**src/rtl/clock_disp_pkg.sv**
```systemverilog
// Shared types and constants for the MM.SS seven-segment display stage.
package clock_disp_pkg;

  typedef enum logic [1:0] {
    IDLE     = 2'd0,
    CONV_SEC = 2'd1,
    CONV_MIN = 2'd2,
    COMMIT   = 2'd3
  } state_t;

  localparam int NUM_DIGITS = 4;

  // Active-low, bit order gfedcba
  localparam logic [6:0] SEG_0     = 7'b1000000;
  localparam logic [6:0] SEG_1     = 7'b1111001;
  localparam logic [6:0] SEG_2     = 7'b0100100;
  localparam logic [6:0] SEG_3     = 7'b0110000;
  localparam logic [6:0] SEG_4     = 7'b0011001;
  localparam logic [6:0] SEG_5     = 7'b0010010;
  localparam logic [6:0] SEG_6     = 7'b0000010;
  localparam logic [6:0] SEG_7     = 7'b1111000;
  localparam logic [6:0] SEG_8     = 7'b0000000;
  localparam logic [6:0] SEG_9     = 7'b0010000;
  localparam logic [6:0] SEG_BLANK = 7'b1111111;

  function automatic logic [6:0] bcd_to_seg(input logic [3:0] d);
    case (d)
      4'd0:    return SEG_0;
      4'd1:    return SEG_1;
      4'd2:    return SEG_2;
      4'd3:    return SEG_3;
      4'd4:    return SEG_4;
      4'd5:    return SEG_5;
      4'd6:    return SEG_6;
      4'd7:    return SEG_7;
      4'd8:    return SEG_8;
      4'd9:    return SEG_9;
      default: return SEG_BLANK;
    endcase
  endfunction

endpackage

```
**src/rtl/bin2bcd6_seq.sv**
```systemverilog
// Serial double-dabble: 6-bit binary to two BCD nibbles, one shift per clock.
// The start edge already performs the first shift; done flags the cycle whose edge does the sixth.
module bin2bcd6_seq
  import clock_disp_pkg::*;
(
  input  logic       hclk,
  input  logic       reset,
  input  logic       start,
  input  logic [5:0] din,
  output logic       busy,
  output logic       done,
  output logic [7:0] bcd
);

  logic [13:0] sh;   // {tens, ones, remaining binary}
  logic [2:0]  cnt;

  function automatic logic [13:0] dabble(input logic [13:0] x);
    logic [13:0] y;
    y = x;
    if (y[13:10] >= 4'd5) y[13:10] = y[13:10] + 4'd3;
    if (y[9:6]   >= 4'd5) y[9:6]   = y[9:6]   + 4'd3;
    return {y[12:0], 1'b0};
  endfunction

  always_ff @(posedge hclk) begin
    if (reset) begin
      sh  <= '0;
      cnt <= '0;
    end else if (start) begin
      sh  <= dabble({8'd0, din});
      cnt <= 3'd1;
    end else if (cnt != 3'd0) begin
      sh  <= dabble(sh);
      cnt <= (cnt == 3'd5) ? 3'd0 : cnt + 3'd1;
    end
  end

  assign busy = (cnt != 3'd0);
  assign done = (cnt == 3'd5);
  assign bcd  = sh[13:6];

endmodule

```
**src/rtl/clock_seg_display.sv**
```systemverilog
// MM.SS display: snapshots the time, converts it to BCD on a shared serial engine,
// commits all four digits at once and scans them onto a common-anode display.
module clock_seg_display
  import clock_disp_pkg::*;
#(
  parameter int REFRESH_DIV = 100000,
  parameter bit LEAD_BLANK  = 1'b1
) (
  input  logic       hclk,
  input  logic       reset,
  input  logic [5:0] seconds,
  input  logic [3:0] minutes,
  output logic [3:0] an,
  output logic [6:0] seg,
  output logic       dp,
  output logic       busy
);

  localparam int CW = (REFRESH_DIV > 2) ? $clog2(REFRESH_DIV) : 1;

  state_t                         state;
  logic [9:0]                     last_conv;
  logic [5:0]                     snap_sec;
  logic [3:0]                     snap_min;
  logic [7:0]                     sec_bcd;
  logic [NUM_DIGITS-1:0][3:0]     digit;

  logic       eng_start, eng_busy, eng_done;
  logic [5:0] eng_din;
  logic [7:0] eng_bcd;

  // The engine is kicked whenever a conversion state finds it idle
  assign eng_start = ((state == CONV_SEC) || (state == CONV_MIN)) && !eng_busy;
  assign eng_din   = (state == CONV_MIN) ? {2'b00, snap_min} : snap_sec;

  bin2bcd6_seq u_bcd (
    .hclk  (hclk),
    .reset (reset),
    .start (eng_start),
    .din   (eng_din),
    .busy  (eng_busy),
    .done  (eng_done),
    .bcd   (eng_bcd)
  );

  always_ff @(posedge hclk) begin
    if (reset) begin
      state     <= IDLE;
      last_conv <= '0;
      snap_sec  <= '0;
      snap_min  <= '0;
      sec_bcd   <= '0;
      digit     <= '0;
    end else begin
      case (state)
        IDLE: if ({minutes, seconds} != last_conv) begin
          snap_sec  <= seconds;
          snap_min  <= minutes;
          last_conv <= {minutes, seconds};
          state     <= CONV_SEC;
        end
        CONV_SEC: if (eng_done) state <= CONV_MIN;
        CONV_MIN: begin
          // seconds result is still held by the engine until the minutes pass loads it
          if (eng_start) sec_bcd <= eng_bcd;
          if (eng_done)  state   <= COMMIT;
        end
        COMMIT: begin
          digit <= {eng_bcd, sec_bcd};
          state <= IDLE;
        end
        default: state <= IDLE;
      endcase
    end
  end

  assign busy = (state != IDLE);

  logic [CW-1:0] rcnt;
  logic [1:0]    idx;

  always_ff @(posedge hclk) begin
    if (reset) begin
      rcnt <= '0;
      idx  <= '0;
    end else if (rcnt == CW'(REFRESH_DIV - 1)) begin
      rcnt <= '0;
      idx  <= idx + 2'd1;
    end else begin
      rcnt <= rcnt + 1'b1;
    end
  end

  logic [3:0] cur;
  logic [6:0] seg_nxt;

  assign cur = digit[idx];

  always_comb begin
    seg_nxt = bcd_to_seg(cur);
    if (LEAD_BLANK && (idx == 2'd3) && (cur == 4'd0)) seg_nxt = SEG_BLANK;
  end

  always_ff @(posedge hclk) begin
    if (reset) begin
      an  <= 4'b1110;
      seg <= SEG_0;
      dp  <= 1'b1;
    end else begin
      an  <= ~(4'b0001 << idx);
      seg <= seg_nxt;
      dp  <= (idx != 2'd2);
    end
  end

endmodule

```
**config.mk**
```make
export PLATFORM = sky130hd
export DESIGN_NAME = clock_seg_display
export DESIGN_NICKNAME = d
export VERILOG_FILES = /design/src/rtl/clock_disp_pkg.sv /design/src/rtl/bin2bcd6_seq.sv /design/src/rtl/clock_seg_display.sv
export SDC_FILE = /design/constraint.sdc
export NUM_CORES = 1
export LEC_CHECK = 0
export ABC_AREA = 1
export BUFFER_PORTS_ARGS = -buffer_cell sky130_fd_sc_hd__buf_2
export CAP_MARGIN = 20
export CORE_MARGIN = 4
export CORE_UTILIZATION = 40
export DETAILED_ROUTE_END_ITERATION = 8
export PLACE_DENSITY = 0.67
export SYNTH_ARGS = -nofsm -noshare
export SYNTH_HDL_FRONTEND = slang
export SYNTH_SLANG_ARGS = --single-unit
```
**constraint.sdc**
```tcl
create_clock -name hclk -period 2.85 [get_ports hclk]
set_clock_uncertainty 0.05 [all_clocks]
set_input_delay 0.1425 -clock hclk [delete_from_list [all_inputs] [get_ports hclk]]
set_output_delay 0.1425 -clock hclk [all_outputs]
set_load 0.02 [all_outputs]
```
* After elaboration in Yosys (flattened, before gate mapping)
Memories as Yosys holds them, arrays and structs flattened.
Index checks and enable logic that the tools add are counted.
** Cells by class
- Bitwise logic cells :: 1
- Shift-type cells :: 1
- Multiplexer cells :: 15
- Eq/ne operators :: 11
- $add $sub $neg :: 5
- Magnitude comparators :: 3
- Reduce and logical (&&, ||, !) cells :: 15
** Operators with widths (number)
- 17-bit by 1-bit adder with 17-bit output, second input constant :: 1
- 17-bit equality test, second input constant :: 1
- 7-bit two-way mux :: 2
- 6-bit two-way mux :: 2
- 10-bit != test :: 1
- 4-bit binary-select mux with 2-bit select :: 1
- 4-bit by 3-bit >= comparator with 1-bit output, second input constant :: 2
- 4-bit two-way mux :: 2
- 2-bit != test, second input constant :: 4
- 2-bit one-hot mux with 4 select lines :: 1
- 2-bit equality test, second input constant :: 3
- 2-bit two-way mux :: 3
- 3-bit two-way mux :: 2
- 2-bit OR reduction :: 3
- 4-bit by 2-bit adder with 4-bit output, second input constant :: 1
- 4-bit zero test :: 1
- 4-bit inverter :: 1
- 2-bit AND reduction :: 2
- 2-bit nonzero test :: 2
- 1-bit by 2-bit left shift with 4-bit output, first input constant :: 1
- 3-bit by 1-bit adder with 3-bit output, second input constant :: 1
- 3-bit by 2-bit adder with 3-bit output, second input constant :: 1
- 3-bit equality test, second input constant :: 1
- 2-bit by 3-bit less-than comparator with 1-bit output, second input constant :: 1
- other kinds (9) :: 11
** Storage, ports and cells
- Input port bits :: 12
- Bits in read-only memories :: 112
- Memories kept :: 1
- Bits in registers :: 93
- Logic and storage cells :: 71
** Memory list
- (no name shown) :: words 16, width 7, rd ports 1, clocked after Yosys merged registers in 0, wr ports 0, line clock_disp_pkg.sv:27 : case (d)

* Depth between registers and ports, before layout
- Depth in word-level cells :: 5
- Depth in mapped cells :: 12

* Hierarchy
Synthesis repeated with hierarchy kept, for this count alone.
** Second synthesis, totals
- Cells, all modules :: 563
- Area, all modules :: 4093.9 um^2
** Modules (own cells, without submodules)
- clock_seg_display :: area an instance 3144.3 um^2, sequential area each 1321.3 um^2, cells an instance 429, instances 1
- bin2bcd6_seq :: area an instance 949.7 um^2, sequential area each 320.3 um^2, cells an instance 134, instances 1

* Worst setup path after synthesis
Ideal clock, no wire load.
- Path kind :: reg2reg
- Start :: reg idx[0]
- End :: reg seg[3]
- Slack :: 1.059 ns
- Data arrival time :: 1.611 ns
- Path buffers :: 1
- Cell stages (with the launch flop) :: 13
- Cells stage by stage :: dfxtp_1 -> inv_2 -> buf_6 -> a21oi_1 -> o21ai_1 -> nand2_1 -> inv_2 -> ha_1 -> inv_1 -> nor2_1 -> nor2_1 -> nor2_1 -> nor2_1
** On the way
- Longest elaborated chain between the ends :: 5
- Elaborated cells between the ends (all ways) :: 7
- Those cells by class :: eq/ne: 1; mux: 3; reduce/logical: 2; memory: 1
** Ends and longest elaborated chain
- start, declared :: line clock_seg_display.sv:80 : logic [1:0] idx;
- start signal, assigned :: line clock_seg_display.sv:88 : idx <= idx + 2'd1;
- parallel branches: the longest is 4 deep, another holds memory read 16 x 7 bit
- 6-bit two-way mux (*) :: line clock_seg_display.sv:101 : if (LEAD_BLANK && (idx == 2'd3) && (cur == 4'd0)) seg_nxt = SEG_BLANK;
- end signal, assigned :: line clock_seg_display.sv:111 : seg <= seg_nxt;
- end, declared :: line clock_seg_display.sv:14 : output logic [6:0] seg,
Mark *: on every way between the ends. The select of a mux whose other input is x is not followed.
A chain may end at the register's enable or synchronous reset.

* Worst setup path in the final report
Ends and elaborated chain as after synthesis.

==> reports/summary.txt <==
STA
-------------------------------------------------------------------------------------------
Total Negative Setup Slacks                                                            0 ps
Final number of hold-violating endpoints                                                  0
Max_slew headroom                                                                     61.7%
RSZ-0062 raised after global routing                                                     no
Period utilization                                                                    67.1%
Number of pins with negative max-slew slack in the final report                           0
Min Clock Period, post-route                                                        1910 ps
Max Fclk                                                                            523 MHz
Count of final setup violators                                                            0
Actual slew at the worst max-slew pin                                                575 ps
Worst-case hold slack                                                               34.1 ps

CLOCK NETWORK
-------------------------------------------------------------------------------------------
Hold_buf cts                                                                              0
PostCTS Resize Cnt                                                                        0
Clock tree root driver cell                                                        clkbuf_8
Clock latency of the later-clocked register in the worst-skew pair                   350 ps
Sink Count                                                                               82
Clk slew on worst S/H paths                                                           90 ps
Post-CTS setup buffer count                                                               0
Maximum clock insertion buffer count                                                      2
TritonCTS clock tree                                                                    yes
H-Tree Level Count                                                                        3
Clock buffer count from CTS                                                               9

FINISH
-------------------------------------------------------------------------------------------
Design area                                                                        4300 um2
Number of diodes                                                                          0
Sequential standard cell area                                                      1640 um2
Share of cells above drive strength 1                                                 13.9%
Layout net count                                                                        572
Final cell count without fillers                                                        675
Filler cells                                                                            945
P&R area growth vs syn                                                                10.6%
Multi-input logic area                                                             1900 um2

POWER
-------------------------------------------------------------------------------------------
Flop pwr share                                                                        43.4%
Power per standard cell area                                                     830 nW/um2
Static Leakage                                                                      1.88 nW
Peak supply drop                                                                   0.437 mV
Proportion of power drawn by combinational gates                                      33.5%
Total Power Consumption                                                             3.57 mW
Clock share of power                                                                  23.1%
Internal cell power                                                                 2.19 mW
Sw power                                                                            1.37 mW
Sw Ratio                                                                              38.5%

PLACE
-------------------------------------------------------------------------------------------
Hpwl dp                                                                             5340 um
Routability congestion estimate                                                       0.871
Placed cells                                                                            659
IO Port Bufs                                                                             24
Post-Place Cell Area                                                               4100 um2

SETUP PATH
-------------------------------------------------------------------------------------------
Endpoint kind of the worst setup timing path                                           flop
Worst setup path class                                                         flop to flop
Startpoint type of the worst setup path                                                flop
Data required time at the worst endpoint                                            3040 ps
CP max FO                                                                                14
Worst Path Arrival                                                                  2110 ps

WORST HOLD PATH
-------------------------------------------------------------------------------------------
Class of the tightest hold or removal check                                    input pin to flop

DETAILED ROUTING
-------------------------------------------------------------------------------------------
DRC violation count after routing                                                         0
First drt pass iteration count                                                            4
Via count                                                                              3209
Number of design-rule violations left by the first detailed-router iteration            123
Final WL                                                                            7280 um
Number of routed nets with antenna violations                                             0
WL per Instance                                                                     10.8 um
Routed vias/inst                                                                       4.75

DIE
-------------------------------------------------------------------------------------------
Die Height                                                                           107 um
Core outline area                                                                  9330 um2
Site row count                                                                           35
Width of the die                                                                     107 um
Die Area                                                                          11400 um2
Initial core utilization                                                              41.7%
Top Ports                                                                                25

LOGIC SYNTHESIS
-------------------------------------------------------------------------------------------
Cell types with the largest area share after synthesis                         dfxtp_1, nand2_1, nor2_1
Library cells used by synthesis                                                          39
Most frequent cell after synthesis                                                  dfxtp_1
Average cell area after synthesis                                                  7.49 um2
Synthesis warning total                                                                   0
Sequential area share after synthesis                                                 42.2%
Number of enable flip-flop cells after synthesis                                          0
Ys async rst share                                                                       0%
Post-synthesis cell type with the largest combined area                             dfxtp_1
Number of synthesized register bits                                                      82
Ys flop type                                                                        dfxtp_1
Cell area after technology mapping                                                 3890 um2
Syn_nets                                                                                550
Share of the synthesized area in the top cell type                                    42.2%
Cell count after synthesis                                                              519
Commonest cells in the netlist                                                 dfxtp_1, nand2_1, nor2_1

RUN STATUS
-------------------------------------------------------------------------------------------
Result of the run                                                                 completed

GRT
-------------------------------------------------------------------------------------------
Grt total ovfl                                                                            0
Global-route wire length before repair                                             13100 um
Pin count of the biggest net entering global routing                                     29
Via count of the first global-routing pass                                             3095
Antenna violations before repair                                                          0
Tot GR Track Use                                                                      14.0%

RUN
-------------------------------------------------------------------------------------------
Max-capacitance violation count                                                           0

## per-stage QoR
stage | util, % | setup WS (ps)
2_1_floorplan | - | 1060
3_3_place_gp | 44.0 | 989
3_5_place_dp | 44.0 | 935
4_1_cts | 46.1 | 935
5_1_grt | 46.1 | 725
6_report | 46.1 | 936
## path summary, 6_finish.rpt
| kind | from | endpoint | slack [ps] | cells after the start |
|---|---|---|---|---|
| worst max register to register | idx[0]$_SDFFE_PP0N_ | seg[3]$_SDFF_PP0_ | 940 | 11 |
| worst max-delay path | idx[0]$_SDFFE_PP0N_ | seg[3]$_SDFF_PP0_ | 940 | 11 |
| worst min-delay path | seconds[3] | last_conv[3]$_SDFFE_PP0P_ | 30 | 3 |
| worst min register to register | rcnt[0]$_SDFF_PP0_ | rcnt[0]$_SDFF_PP0_ | 410 | 1 |
## power groups by stage
| stage | clock network, mW | logic (mW) | registers (mW) |
|---|---|---|---|
| detailed placement | 0 | 1.20 | 1.57 |
| global placement | 0 | 1.17 | 1.56 |
| finish | 0.825 | 1.20 | 1.55 |
| CTS | 0.857 | 1.20 | 1.54 |
| floorplan | 0 | 0.947 | 1.55 |
| global route | 0.911 | 1.40 | 1.58 |
## layer usage
metal / up-vias / routed length, um / share of wire, % / GRT usage [%]
li1: 1705 / - / - / -
met1: 1450 / 3560 / 49 / 17.8
met2: 44 / 3350 / 46 / 22.8
met3: 10 / 255 / 3.5 / 3.16
met4: 0 / 120 / 1.6 / 6.21
met5: - / 0 / 0 / 0
## worst max-delay path, stage by stage, from the launching register on
cell	delay [ps]
dfxtp_1	490
inv_2	190
a21oi_1	180
o21ai_1	80
nand2_1	120
inv_2	70
ha_1	280
inv_1	40
nor2_1	130
nor2_1	60
nor2_1	90
nor2_1	40
## cells in the final DEF, fill, tap and decap left out, drive strengths merged, types with 2 or more instances in the layout
| master | n |
|---|---|
| a21oi | 45 |
| buf | 26 |
| clkbuf | 10 |
| clkinv | 5 |
| clkinvlp | 2 |
| dfxtp | 82 |
| ha | 19 |
| inv | 68 |
| nand2 | 90 |
| nand3 | 23 |
| nand4 | 3 |
| nor2 | 79 |
| nor3 | 7 |
| nor3b | 2 |
| o211ai | 4 |
| o21ai | 57 |
| o22ai | 2 |
| or2 | 5 |
| xnor2 | 4 |
| xor2 | 7 |
## cell type report
class	instances	area share, %
Clock buffer	10	2.97
Clock inverter	6	1.57
Inverter	70	6.14
Multi-Input combinational cell	352	44.2
Sequential cell	82	38.2
Tap cell	129	3.76
Timing Repair Buffer	26	3.14
## kinds of logic (layout without fill, tap and decap cells)
family	Yosys count	in the layout	synth area share, %
adder cells (fa/ha/maj)	19	19	6.12
buffers and inverters	85	112	8.85
flip-flops	82	82	42.2
AO/OA/AOI/OAI	113	113	15.7
XOR/XNOR	11	11	2.48
AND/OR/NAND/NOR	209	209	24.6
## sequential cells by signal, summed over array words and instances (netlist names)
signal,count
rcnt,17
digit,16
u_bcd.sh,13
last_conv,10
sec_bcd,8
seg,7
an,4
u_bcd.cnt,3
idx,2
state,2
No activity file was read; power rests on OpenSTA's default activity.
